--- config.mk ---
export PLATFORM = sky130hd
export DESIGN_NAME = mtr_pwm_drv
export DESIGN_NICKNAME = d
export VERILOG_FILES = /design/src/rtl/mtr_pkg.sv /design/src/rtl/mtr_chan.sv /design/src/rtl/mtr_pwm_drv.sv
export SDC_FILE = /design/constraint.sdc
export NUM_CORES = 1
export LEC_CHECK = 0
export BUFFER_PORTS_ARGS = -buffer_cell sky130_fd_sc_hd__buf_2
export CAP_MARGIN = 20
export CORE_ASPECT_RATIO = 0.6
export CORE_MARGIN = 4
export CORE_UTILIZATION = 50
export CTS_CLUSTER_SIZE = 16
export DETAILED_ROUTE_END_ITERATION = 7
export PLACE_DENSITY = 0.73
export SLEW_MARGIN = 0
export SYNTH_ARGS = -nofsm -noshare
export SYNTH_HDL_FRONTEND = slang
export SYNTH_SLANG_ARGS = --single-unit
--- constraint.sdc ---
create_clock -name clk -period 3.3 [get_ports clk]
set_clock_uncertainty 0.15 [all_clocks]
set_input_delay 0.66 -clock clk [delete_from_list [all_inputs] [get_ports clk]]
set_output_delay 0.66 -clock clk [all_outputs]
set_load 0.05 [all_outputs]
--- src/rtl/mtr_pkg.sv ---
// Shared definitions for the motor PWM driver.
// Holds the default PWM counter width, the per-channel state encoding,
// the speed/magnitude widths and the magnitude saturation helper.
package mtr_pkg;

  localparam int PWM_W_DEF = 11;
  localparam int SPD_W     = 12;
  localparam int MAG_W     = 11;

  localparam logic [MAG_W-1:0]        MAG_MAX = 11'd2047;
  localparam logic signed [SPD_W-1:0] SPD_MIN = 12'sh800;

  typedef enum logic {
    RUN  = 1'b0,
    DEAD = 1'b1
  } chan_state_t;

  // |spd| as an unsigned magnitude; the most negative code has no positive
  // twin in 12 bits, so it saturates to the largest duty instead of wrapping.
  function automatic logic [MAG_W-1:0] sat_mag(input logic signed [SPD_W-1:0] spd);
    logic signed [SPD_W-1:0] neg;
    neg = -spd;
    if (spd == SPD_MIN) begin
      return MAG_MAX;
    end else if (spd[SPD_W-1]) begin
      return neg[MAG_W-1:0];
    end else begin
      return spd[MAG_W-1:0];
    end
  endfunction

endpackage

--- src/rtl/mtr_chan.sv ---
// One H-bridge channel: sign-magnitude conversion of a speed command,
// period-synchronous duty shadow register, RUN/DEAD reversal FSM and the
// registered PWM compare.
// Ports:
//   clk, rst   - clock, synchronous active-high reset
//   spd        - signed speed command
//   cnt        - shared free-running PWM counter
//   boundary   - high in the last count of a period (sample point)
//   force_off  - overspeed fault: pwm low, duty held 0, dir held
//   clear      - drive disabled: return to RUN, duty 0, dir 0
//   pwm, dir   - registered bridge outputs (dir 1 = reverse)
module mtr_chan
  import mtr_pkg::*;
#(
  parameter int PWM_W        = PWM_W_DEF,
  parameter int DEAD_PERIODS = 1
) (
  input  logic                    clk,
  input  logic                    rst,
  input  logic signed [SPD_W-1:0] spd,
  input  logic [PWM_W-1:0]        cnt,
  input  logic                    boundary,
  input  logic                    force_off,
  input  logic                    clear,
  output logic                    pwm,
  output logic                    dir
);

  localparam int DCNT_W = (DEAD_PERIODS > 1) ? $clog2(DEAD_PERIODS) : 1;
  localparam logic [DCNT_W-1:0] DEAD_LOAD = DCNT_W'(DEAD_PERIODS - 1);

  chan_state_t       state;
  logic [DCNT_W-1:0] dead_cnt;
  logic [PWM_W-1:0]  duty_p1;

  logic [MAG_W-1:0]  mag_p0;
  logic              sdir_p0;

  // ---- stage p0: combinational decode of the live command ----
  always_comb begin
    mag_p0  = sat_mag(spd);
    sdir_p0 = spd[SPD_W-1];
  end

  // ---- stage p1: boundary-sampled duty/FSM, registered compare ----
  always_ff @(posedge clk) begin
    if (rst || clear) begin
      state    <= RUN;
      dead_cnt <= '0;
      duty_p1  <= '0;
      dir      <= 1'b0;
      pwm      <= 1'b0;
    end else begin
      // duty_p1 is already 0 in DEAD; the state term just makes the coast explicit.
      pwm <= (state == RUN) && !force_off && (cnt < duty_p1);

      if (boundary) begin
        case (state)
          RUN: begin
            if (mag_p0 == '0) begin
              duty_p1 <= '0;
            end else if (sdir_p0 == dir) begin
              duty_p1 <= force_off ? '0 : PWM_W'(mag_p0);
            end else begin
              // Reversal: coast first, dir flips only when leaving DEAD.
              state    <= DEAD;
              duty_p1  <= '0;
              dead_cnt <= DEAD_LOAD;
            end
          end
          DEAD: begin
            if (dead_cnt == '0) begin
              state <= RUN;
              if (!force_off && (mag_p0 != '0)) begin
                dir     <= sdir_p0;
                duty_p1 <= PWM_W'(mag_p0);
              end else begin
                duty_p1 <= '0;
              end
            end else begin
              dead_cnt <= dead_cnt - 1'b1;
            end
          end
          default: state <= RUN;
        endcase
      end
    end
  end

endmodule

--- src/rtl/mtr_pwm_drv.sv ---
// Motor PWM driver: converts signed left/right speed commands into
// sign-magnitude PWM plus direction for two H-bridges, with a period
// strobe and a sticky persistent-overspeed fault that coasts both motors.
// Ports:
//   clk, rst            - clock, synchronous active-high reset
//   lft_spd, rght_spd   - signed 12-bit speed commands
//   too_fast            - overspeed indication, sampled at period boundary
//   pwr_up              - drive enable; low coasts and clears state
//   lft_pwm, lft_dir    - left bridge PWM and direction (1 = reverse)
//   rght_pwm, rght_dir  - right bridge PWM and direction
//   fault               - sticky overspeed fault
//   period_strobe       - one-cycle pulse while the counter is 0
module mtr_pwm_drv
  import mtr_pkg::*;
#(
  parameter int PWM_W         = PWM_W_DEF,
  parameter int DEAD_PERIODS  = 1,
  parameter int FAULT_PERIODS = 4
) (
  input  logic        clk,
  input  logic        rst,
  input  logic [11:0] lft_spd,
  input  logic [11:0] rght_spd,
  input  logic        too_fast,
  input  logic        pwr_up,
  output logic        lft_pwm,
  output logic        lft_dir,
  output logic        rght_pwm,
  output logic        rght_dir,
  output logic        fault,
  output logic        period_strobe
);

  localparam int FCNT_W = $clog2(FAULT_PERIODS + 1);
  localparam logic [FCNT_W-1:0] FCNT_MAX  = FCNT_W'(FAULT_PERIODS);
  localparam logic [FCNT_W-1:0] FCNT_LAST = FCNT_W'(FAULT_PERIODS - 1);

  logic [PWM_W-1:0]  cnt;
  logic [FCNT_W-1:0] fcnt;
  logic              boundary;
  logic              clear;

  assign boundary = (cnt == '1);
  assign clear    = !pwr_up;

  // ---- stage p0: free-running period counter and strobe ----
  always_ff @(posedge clk) begin
    if (rst) begin
      cnt           <= '0;
      period_strobe <= 1'b0;
    end else begin
      cnt           <= cnt + 1'b1;
      period_strobe <= boundary;
    end
  end

  // ---- stage p1: overspeed run-length counter and sticky fault ----
  always_ff @(posedge clk) begin
    if (rst || clear) begin
      fcnt  <= '0;
      fault <= 1'b0;
    end else if (boundary) begin
      if (too_fast) begin
        if (fcnt != FCNT_MAX) begin
          fcnt <= fcnt + 1'b1;
        end
        // Set on the same boundary where the run length reaches the limit.
        if (fcnt >= FCNT_LAST) begin
          fault <= 1'b1;
        end
      end else begin
        fcnt <= '0;
      end
    end
  end

  mtr_chan #(
    .PWM_W       (PWM_W),
    .DEAD_PERIODS(DEAD_PERIODS)
  ) u_lft (
    .clk      (clk),
    .rst      (rst),
    .spd      ($signed(lft_spd)),
    .cnt      (cnt),
    .boundary (boundary),
    .force_off(fault),
    .clear    (clear),
    .pwm      (lft_pwm),
    .dir      (lft_dir)
  );

  mtr_chan #(
    .PWM_W       (PWM_W),
    .DEAD_PERIODS(DEAD_PERIODS)
  ) u_rght (
    .clk      (clk),
    .rst      (rst),
    .spd      ($signed(rght_spd)),
    .cnt      (cnt),
    .boundary (boundary),
    .force_off(fault),
    .clear    (clear),
    .pwm      (rght_pwm),
    .dir      (rght_dir)
  );

endmodule

**Word level (Yosys, flattened, before mapping)**

Cells that the tools add are included.

- Bits in registers: 46
- Output and inout port bits: 6
- Word-level logic and storage cells: 95
- Input bits: 28

- Bitwise operators: 4
- Add/sub/neg operators: 6
- Reduce and logical (&&, ||, !) cells: 21
- Order comparisons: 3
- Mux-type cells: 34
- Equal/unequal tests: 13

Operator list:

| cell | count |
|---|---|
| 11-bit 2-to-1 mux | 14 |
| 11-bit case mux with 2 select lines | 2 |
| 12-bit equality test, second input constant | 2 |
| 11-bit zero test | 2 |
| 11-bit < comparator | 2 |
| 11-bit negation | 2 |
| 11-bit nonzero test | 2 |
| 1-bit 2-to-1 mux | 12 |
| 2-bit inequality test, second input constant | 6 |
| 11-bit by 1-bit adder with 11-bit output, second input constant | 1 |
| 11-bit equality test, second input constant | 1 |
| 3-bit AND reduction | 3 |
| 1-bit case mux with 2 select lines | 4 |
| 4-bit AND reduction | 2 |
| 1-bit logical AND | 6 |
| 3-bit 2-to-1 mux | 2 |
| 2-bit AND reduction | 3 |
| 1-bit inverter | 4 |
| 3-bit by 1-bit adder with 3-bit output, second input constant | 1 |
| 3-bit by 2-bit >= comparator with 1-bit output, second input constant | 1 |
| 3-bit inequality test, second input constant | 1 |
| 1-bit equality test | 2 |
| 1-bit zero test | 2 |
| 2-bit by 1-bit inequality test with 1-bit output, second input constant | 1 |
| other kinds (2) | 3 |

**Depth between registers and ports, before layout**

Gate-level depths: netlist of the first run.

- Depth in word-level cells: 8
- Depth in mapped cells: 10
- Mapped depth without buffers: 9

**Hierarchy**

A second synthesis of the first run with hierarchy kept.

- Cell total of the unflattened synthesis: 399
- Area, all modules: 3284.4 µm²

Modules (own cells, without submodules):

| module | area an instance (µm²) | cells each | times used | sequential area each (µm²) |
|---|---|---|---|---|
| mtr_chan at u_rght | 1310.0 | 166 | 1 | 280.3 |
| mtr_chan at u_lft | 1227.4 | 151 | 1 | 280.3 |
| mtr_pwm_drv | 747.0 | 82 | 1 | 320.3 |

**Worst setup path after synthesis of the first run**

Ideal clock, no wire load.

- Path type: input -> register
- Start point: input port lft_spd[0]
- End point: register u_lft.duty_p1[7]
- Setup slack: 100 ps
- Path buffers: 1
- Arrival time: 2933 ps
- Data required time: 3033 ps
- Setup time: 117 ps
- Cell stages on the path: 10
- Cell sequence: inv_1 > ha_1 > clkbuf_1 > xor2_1 > a21oi_1 > or4_1 > or3_1 > or4_4 > nor4b_4 > a22o_1

- Longest elaborated chain between the ends: 8
- Elaborated cells between the ends (all ways): 13
- Classes of those cells: add/sub (1); eq/ne (1); mux (8); reduce/logical (3)

RTL lines:

| item | line | text |
|---|---|---|
| start, declared | mtr_pwm_drv.sv:22 | `input logic [11:0] lft_spd,` |
| 11-bit negation | mtr_pkg.sv:22 | `neg = -spd;` |
| 11-bit 2-to-1 mux | mtr_pkg.sv:25 | `end else if (spd[SPD_W-1]) begin` |
| 11-bit 2-to-1 mux (*) | mtr_pkg.sv:23 | `if (spd == SPD_MIN) begin` |
| 11-bit nonzero test | mtr_chan.sv:74 | `if (!force_off && (mag_p0 != '0)) begin` |
| 1-bit logical AND | mtr_chan.sv:74 |  |
| 11-bit 2-to-1 mux | mtr_chan.sv:74 |  |
| 11-bit 2-to-1 mux | mtr_chan.sv:72 | `if (dead_cnt == '0) begin` |
| 11-bit case mux with 2 select lines (*) | mtr_chan.sv:58 | `case (state)` |
| end signal, assigned | mtr_chan.sv:63 | `duty_p1 <= force_off ? '0 : PWM_W'(mag_p0);` |
| end signal, assigned | mtr_chan.sv:76 | `duty_p1 <= PWM_W'(mag_p0);` |
| end, declared | mtr_chan.sv:34 | `logic [PWM_W-1:0] duty_p1;` |

Every way passes the cells marked *; elsewhere a longest branch is shown, timed or not. The select of a mux whose other input is x is not followed.
A chain may end at the register's enable or synchronous reset.

**Final worst setup path of the first run**

- Start point: input port lft_spd[1]
- End point: register u_lft.duty_p1[7]

The elaborated chain is that of the path after synthesis.

==> flow_metrics.tcl, run 1 <==
set metrics [dict create \
    ioPinCount 34 \
    place_area_um2 3360 \
    reg2reg_depth 7 \
    ant_nets 0 \
    path_class "in -> reg" \
    dieWidth_um 109 \
    layout.cells.non_filler 501 \
    final_max_slew_viol_count 0 \
    die_h_um 68.3 \
    rows 21 \
    numCtsBuffers 5 \
    synth_edf_count 0 \
    worstPathRequired_ps 3350 \
    min_period_ps 3040 \
    start_util_pct 52.9 \
    clk_latency_ps 300 \
    postSynthRegisterBits 44 \
    status "completed" \
    min_to "u_rght.duty_p1[7]" \
    die-area_um2 7410 \
    avgViaCountPerCell 5.63 \
    fmax_mhz 329 \
    grt_pass1_wl_mm 11.5 \
    cts_resized 0 \
    powerDensity_nw_per_um2 331 \
    drc 0 \
    hold_violations 0 \
    clock_path_buffers 2 \
    syn_area_um2 3030 \
    fin_area_um2 3480 \
    cts_tree "built" \
    synth_top_area_share_pct 29.1 \
    wire_per_inst_um 13.7 \
    hold_path_depth 2 \
    synthTopCellsByArea "dfxtp_1 29%, ha_1 11%, inv_1 4.0%" \
    post-route-period-util_pct 92.1 \
    drive_gt1_share_pct 15.7 \
    cp_max_fo 7 \
    dr.pass1.iters 5 \
    arrival_ps 3090 \
    synth_cell_types 58 \
    r2r_start "cnt[0]" \
    grt_overflow 0 \
    h-tree-depth 2 \
    numClockSinks 44 \
    yosysMostFrequentCell "dfxtp_1" \
    synthFlopType "dfxtp_1" \
    coreArea_um2 5730 \
    wirelength_mm 6.85 \
    grt_use_total_pct 19.6 \
    grt_pass1_vias 2408 \
    seq_area_um2 881 \
    antenna_found_initial 0 \
    syn_nets 433 \
    hp-class "reg -> reg" \
    clk_pin_slew_ps 90 \
    tightest_slew_ps 744 \
    synthCells 379 \
    p_leak_nw 1.42 \
    syn_area_per_cell_um2 8.00 \
    first_iter_violations 134 \
    multi_input_area_um2 1950 \
    area_delta_synth_final_pct 14.9 \
    setup_viol 0 \
    dp_hpwl_mm 5.39 \
    synth_largest_area_cell "dfxtp_1" \
    async_flop_share_pct 0 \
    nNetsFinal 474 \
    place_congestion 0.874 \
    port_buffers 33 \
    vias 2823 \
    worstSetupStartpointType "input port" \
    ys_seq_area_share_pct 29.1 \
    ys_top_cells_by_count "44 x dfxtp_1, 32 x inv_1, 31 x nand2_1, 31 x nor2_1, 26 x ha_1" \
    rsz0062_at_grt "no" \
    nFillCells 527 \
    slew-limit-headroom_pct 49.1 \
    cts_hold_buf 0 \
    post_cts.repair.setup_buffers 0 \
    n_antenna_cell 0 \
    vdd_ir_drop_max_mv 0.255 \
    cts_root_buf "clkbuf_8" \
    maxCapViolations 0 \
    ys.warnings.count 0 \
    hp-start "u_rght.duty_p1[7]" \
    end_kind "flip-flop" \
    placedCellCount 493 \
    grt_max_degree 25 \
    ff2ff_setup_slack_ps 800 \
    r2r-end "u_lft.duty_p1[4]" \
]
[sequential cells by signal, summed over array words and instances (netlist names)]
register and cells:
cnt 11, u_lft.dir 1, fcnt 3, u_lft.duty_p1 11, u_lft.pwm 1, u_lft.state 1
fault 1, period_strobe 1, u_rght.state 1, u_rght.duty_p1 11, u_rght.dir 1, u_rght.pwm 1
[metal layers]
metal / wire length, um / vias to the layer above / track usage [%]
met5: 0 / - / 0
met4: 40 / 0 / 3.94
met3: 409 / 5 / 3.96
met2: 2740 / 76 / 27.0
met1: 3650 / 1293 / 30.8
li1: - / 1449 / -
[worst max-delay path, cell delays in order]
cell,delay [ps]
buf_2,120
inv_1,50
ha_1,260
nor2b_1,150
a21oi_1,80
or4_1,510
or3_1,340
or4_4,530
nor4b_4,180
a22o_1,200
[worst max path at each step]
stage | from | to | slack (ps) | depth (start not counted)
floorplan | lft_spd[0] | u_lft.duty_p1[7] | 100 | 10
CTS | lft_spd[1] | u_lft.duty_p1[7] | 280 | 10
global route | lft_spd[0] | u_lft.duty_p1[7] | 200 | 10
detailed placement | lft_spd[1] | u_lft.duty_p1[7] | -30 | 10
global placement | lft_spd[1] | u_lft.duty_p1[7] | 20 | 10
finish | lft_spd[1] | u_lft.duty_p1[7] | 260 | 10
[report_power, final]
group,internal [mW],switching (mW),leakage [nW]
Sequential,0.535,0.00586,0.355
Clock,0.248,0.191,0.0614
Combinational,0.0755,0.0983,1.00
Total,0.858,0.296,1.42
[through the flow]
stage | setup slack [ps] | hold slack [ps] | power [mW] | utilization [%] | TNS [ps]
floorplan | 100 | 282 | 0.662 | - | 0
global placement | 20.8 | 293 | 0.722 | 58.7 | 0
detailed placement | -27.3 | 295 | 0.725 | 58.7 | -104
CTS | 282 | 312 | 1.16 | 60.8 | 0
global route | 199 | 326 | 1.21 | 60.8 | 0
finish | 260 | 309 | 1.15 | 60.8 | 0
[logic make-up after synthesis]
family          after synthesis  share of synthesized area [%]
simple gates                146                           25.9
buf+inv                      51                           6.61
xor+xnor                     21                           6.07
mux                           4                           1.32
flops                        44                           29.1
compound gates               87                           20.3
fa+ha+maj                    26                           10.7
[placed cells by master (no fill, tap or decap), types with 4 or more instances in the layout]
master,Yosys,routed
dfxtp_1,44,44
buf_2,1,33
inv_1,32,32
nor2_1,31,31
nand2_1,31,31
ha_1,26,26
a21oi_1,22,22
buf_4,0,19
nand3_1,18,18
a22o_1,13,13
nand2b_1,12,12
xor2_1,12,12
nor3_1,10,10
xnor2_1,9,9
a21o_1,8,8
o21ai_0,8,8
nor4_1,7,7
a31oi_1,6,6
clkbuf_8,0,6
o211ai_1,5,5
nor2b_1,4,4
or4_1,4,4
or3_1,4,4
mux2i_1,4,4
[layout make-up]
class / instances / share of cell area [%]
Clock buffer: 6 / 2.37
Multi-Input combinational cell: 284 / 56.0
Sequential cell: 44 / 25.3
Clock inverter: 2 / 1.11
Inverter: 33 / 3.56
Timing Repair Buffer: 52 / 8.84
Tap cell: 80 / 2.87
(Power assumes the default switching activity.)
==> inputs of run 2 (changes only) <==
--- a/config.mk
+++ b/config.mk
@@ -9,7 +9,7 @@
 export CAP_MARGIN = 20
 export CORE_ASPECT_RATIO = 0.6
 export CORE_MARGIN = 4
-export CORE_UTILIZATION = 50
+export CORE_UTILIZATION = 53
 export CTS_CLUSTER_SIZE = 16
 export DETAILED_ROUTE_END_ITERATION = 7
 export PLACE_DENSITY = 0.73
@@ -17,3 +17,4 @@
 export SYNTH_ARGS = -nofsm -noshare
 export SYNTH_HDL_FRONTEND = slang
 export SYNTH_SLANG_ARGS = --single-unit
+export TNS_END_PERCENT = 1
==> run 2 against run 1 <==
Sequential power about the same. Critical endpoint is now u_lft.duty_p1[2]. Combinational power rose by 4%. Power grew 2.7%.
==> flow_metrics.tcl, run 2 (synthesis gave the netlist of run 1 again) <==
set metrics [dict create \
    post_cts.repair.setup_buffers 0 \
    drive_gt1_share_pct 16.5 \
    cts_hold_buf 0 \
    grt_use_total_pct 22.0 \
    path_delay_family "simple AND/OR/NAND/NOR gates" \
    nNetsFinal 478 \
    cts_tree "built" \
    crit_buf_inv 2 \
    r2r_start "cnt[1]" \
    clock_path_buffers 2 \
    coreArea_um2 5540 \
    antenna_found_initial 0 \
    die_h_um 66.6 \
    numClockSinks 44 \
    rows 21 \
    critPathSlowestCell "or4_4" \
    first_iter_violations 187 \
    rsz0062_at_grt "no" \
    grt_pass1_vias 2649 \
    fmax_mhz 324 \
    cp-startpoint "lft_spd[1]" \
    place_area_um2 3390 \
    dieWidth_um 106 \
    ioPinCount 34 \
    start_util_pct 54.7 \
    cp_max_fo 7 \
    avgViaCountPerCell 5.69 \
    cts_root_buf "clkbuf_8" \
    port_buffers 33 \
    wire_per_inst_um 14.5 \
    crit_chain "buf_2 > inv_1 > ha_1 > nor2b_1 > a21oi_1 > or4_1 > or3_1 > or4_4 > nor4b_4 > a22o_1" \
    post-route-period-util_pct 93.6 \
    setup_viol 0 \
    grt_max_degree 25 \
    numCtsBuffers 5 \
    hold_violations 0 \
    top_regs "cnt x11, u_lft.duty_p1 x11, u_rght.duty_p1 x11" \
    hp-start "u_rght.duty_p1[8]" \
    hp-class "reg -> reg" \
    path_class "in -> reg" \
    clk_pin_slew_ps 80 \
    worstPathRequired_ps 3350 \
    status "completed" \
    vias 2873 \
    grt_pass1_wl_mm 12.5 \
    vdd_ir_drop_max_mv 0.184 \
    area_delta_synth_final_pct 16.1 \
    arrival_ps 3140 \
    end_kind "flip-flop" \
    grt_overflow 0 \
    dr.pass1.iters 5 \
    power.total_mw 1.18 \
    max_stage_delay_ps 540 \
    clk_latency_ps 300 \
    place_congestion 0.812 \
    maxCapViolations 0 \
    wirelength_mm 7.30 \
    slew-limit-headroom_pct 49.2 \
    fin_hold_ws_ps 307 \
    h-tree-depth 2 \
    n_antenna_cell 0 \
    drc 0 \
    layout_common_cells "44 x dfxtp_1, 33 x buf_2, 32 x inv_1" \
    mostFrequentLayoutCell "dfxtp_1" \
    ant_nets 0 \
    dp_hpwl_mm 5.73 \
    min_period_ps 3090 \
    tightest_slew_ps 743 \
    die-area_um2 7030 \
    final_max_slew_viol_count 0 \
    p_leak_nw 1.44 \
    powerDensity_nw_per_um2 337 \
    worstSetupStartpointType "input port" \
    fin_area_um2 3520 \
    cts_resized 0 \
]
## run 2: path summary, 6_finish.rpt
kind                                          end  slack (ps)  cells after the start
worst min-delay path            u_rght.duty_p1[8]         310                      2
worst max register to register   u_lft.duty_p1[2]         650                      7
worst max-delay path             u_lft.duty_p1[2]         210                     10
worst min register to register  u_rght.duty_p1[8]         310                      2
## run 2: final cells by class
| class | instances | area, um^2 |
|---|---|---|
| fillers | 499 | 2030 |
| multi-input cells | 284 | 1950 |
| flip-flops and latches | 44 | 881 |
| repair buffers | 56 | 338 |
| inverters | 33 | 124 |
| well taps | 80 | 100 |
| clock buffers | 7 | 96.3 |
| clock inverters | 1 | 30.0 |
## run 2: power by group
| part | internal (mW) | total (mW) | switching [mW] |
|---|---|---|---|
| Sequential | 0.535 | 0.541 | 0.00616 |
| Combinational | 0.0783 | 0.181 | 0.103 |
| Clock | 0.267 | 0.462 | 0.195 |
## run 2: worst reg2reg max path, stage by stage, from the launching register on
cell,delay [ps]
dfxtp_1,440
ha_1,320
and3_1,190
nand4_1,220
or2_1,390
buf_4,220
nor4b_4,460
a22o_1,200
## run 2: stage by stage
stage	util (%)	setup slack (ps)	cells	TNS, ps
after floorplan	-	100	379	0
after global placement	61.2	20.0	497	0
after detailed placement	61.2	-96.3	497	-584
after CTS	63.5	216	505	0
after global routing	63.5	123	505	0
final	63.5	212	505	0
## run 2: routing by layer
layer,routed length (um),global-route usage (%)
met5,0,0
met4,54,5.01
met3,392,4.07
met2,2970,32.9
met1,3890,32.5
==> inputs of run 3 (changes only) <==
--- a/config.mk
+++ b/config.mk
@@ -5,14 +5,15 @@
 export SDC_FILE = /design/constraint.sdc
 export NUM_CORES = 1
 export LEC_CHECK = 0
+export ABC_AREA = 1
 export BUFFER_PORTS_ARGS = -buffer_cell sky130_fd_sc_hd__buf_2
 export CAP_MARGIN = 20
 export CORE_ASPECT_RATIO = 0.6
 export CORE_MARGIN = 4
-export CORE_UTILIZATION = 53
+export CORE_UTILIZATION = 54
 export CTS_CLUSTER_SIZE = 16
 export DETAILED_ROUTE_END_ITERATION = 7
-export PLACE_DENSITY = 0.73
+export PLACE_DENSITY = 0.74
 export SLEW_MARGIN = 0
 export SYNTH_ARGS = -nofsm -noshare
 export SYNTH_HDL_FRONTEND = slang
==> run 3 against run 2 <==
Sequential share of layout area increased by 0.22 points. Die area grew 3.0%. Combinational power down 11%. Largest power group unchanged.
==> flow_metrics.tcl, run 3 <==
set metrics [dict create \
    cts_resized 0 \
    seq_area_um2 881 \
    clk_pin_slew_ps 90 \
    area_delta_synth_final_pct 9.34 \
    syn_area_per_cell_um2 6.55 \
    dieWidth_um 107 \
    setup_tns_ps 0 \
    ff2ff_setup_slack_ps 1090 \
    nFillCells 540 \
    grt_overflow 0 \
    powerDensity_nw_per_um2 304 \
    arrival_ps 2280 \
    h-tree-depth 2 \
    synthCells 487 \
    port_buffers 33 \
    place_congestion 0.854 \
    synth_edf_count 0 \
    ys.warnings.count 0 \
    status "completed" \
    postSynthRegisterBits 44 \
    start_util_pct 56.5 \
    synth_top_area_share_pct 27.6 \
    grt_use_total_pct 21.5 \
    synthFlopType "dfxtp_1" \
    fin_hold_ws_ps 318 \
    clock_path_buffers 2 \
    multi_input_area_um2 1980 \
    end_kind "flip-flop" \
    coreArea_um2 5650 \
    cp_max_fo 15 \
    mostFrequentLayoutCell "nand2_1" \
    rsz0062_at_grt "no" \
    dp_hpwl_mm 5.87 \
    post-route-period-util_pct 66.9 \
    layout_common_cells "124 x nand2_1, 61 x inv_1, 54 x nor2_1" \
    hp-class "reg -> reg" \
    wirelength_mm 7.47 \
    async_flop_share_pct 0 \
    yosysMostFrequentCell "nand2_1" \
    slew-limit-headroom_pct 58.0 \
    worstSetupStartpointType "flip-flop" \
    fmax_mhz 453 \
    power.total_mw 1.06 \
    worstPathRequired_ps 3380 \
    cts_hold_buf 0 \
    rows 21 \
    vdd_ir_drop_max_mv 0.239 \
    final_util_pct 61.7 \
    drive_gt1_share_pct 12.4 \
    cts_root_buf "clkbuf_8" \
    vias 3155 \
    n_antenna_cell 0 \
    ant_nets 0 \
    drc 0 \
    wire_per_inst_um 12.5 \
    dr.pass1.iters 5 \
    antenna_found_initial 0 \
    maxCapViolations 0 \
    tightest_slew_ps 625 \
    nNetsFinal 569 \
    grt_pass1_vias 2751 \
    die-area_um2 7240 \
    min_period_ps 2210 \
    ys_top_cells_by_count "124 x nand2_1, 61 x inv_1, 54 x nor2_1" \
    numClockSinks 44 \
    synth_largest_area_cell "dfxtp_1" \
    ys_seq_area_share_pct 27.6 \
    setup_viol 0 \
    grt_max_degree 29 \
    synthTopCellsByArea "dfxtp_1 28%, nand2_1 15%, ha_1 10%" \
    hold_violations 0 \
    final_max_slew_viol_count 0 \
    path_class "reg -> reg" \
    grt_pass1_wl_mm 12.5 \
    numCtsBuffers 5 \
    die_h_um 67.5 \
    syn_area_um2 3190 \
    syn_nets 541 \
    post_cts.repair.setup_buffers 0 \
    first_iter_violations 188 \
    synth_cell_types 36 \
    cts_tree "built" \
    clk_latency_ps 300 \
    p_leak_nw 1.55 \
    avgViaCountPerCell 5.29 \
    ioPinCount 34 \
    top_regs "cnt x11, u_lft.duty_p1 x11, u_rght.duty_p1 x11" \
]
-- run 3: layer usage --
layer  GRT usage, %  vias to the layer above  part of all wire, %  wire length [um]
met5              0                        -                    0                 0
met2           32.6                       73                   41              3090
met3           4.49                        6                  5.7               426
li1               -                     1650                    -                 -
met4           3.19                        0                 0.54                40
met1           31.9                     1426                   52              3910
-- run 3: cells by family after synthesis --
logic type,after synthesis,share of synthesized area (%)
buf+inv,80,10.2
flops,44,27.6
fa+ha+maj,26,10.2
compound gates,83,15.1
xor+xnor,7,2.16
simple gates,247,34.7
-- run 3: worst paths after layout --
path / from / endpoint / cells after the start
hold / removal: u_rght.duty_p1[6] / u_rght.duty_p1[6] / 2
setup / recovery: cnt[1] / u_lft.duty_p1[8] / 8
hold reg to reg: u_rght.duty_p1[6] / u_rght.duty_p1[6] / 2
setup reg to reg: cnt[1] / u_lft.duty_p1[8] / 8
-- run 3: cell type report --
class / count / share of cell area, %
multi-input cells: 363 / 56.9
flip-flops and latches: 44 / 25.3
inverters: 67 / 7.36
repair buffers: 34 / 4.95
well taps: 80 / 2.87
clock buffers: 7 / 2.48
clock inverters: 1 / 0.215
-- run 3: report_power, final --
group	switching [mW]	internal, mW
clock network	0.189	0.170
logic	0.104	0.0573
registers	0.00475	0.535
total	0.297	0.763
-- run 3: per-stage QoR --
step                      std cells  cell area, um^2  worst slack (ps)
final                           596             3490              1090
after global routing            596             3490               930
after CTS                       596             3490              1100
after detailed placement        588             3390               947
after global placement          588             3390               992
after floorplan                 487             3190              1260
-- run 3: critical path, cell delays in order (launching register included) --
cell	delay [ps]
dfxtp_1	400
ha_1	250
inv_2	70
nor4_4	300
nand2_2	250
buf_4	270
nor3_1	230
nand2_1	90
a21oi_1	120
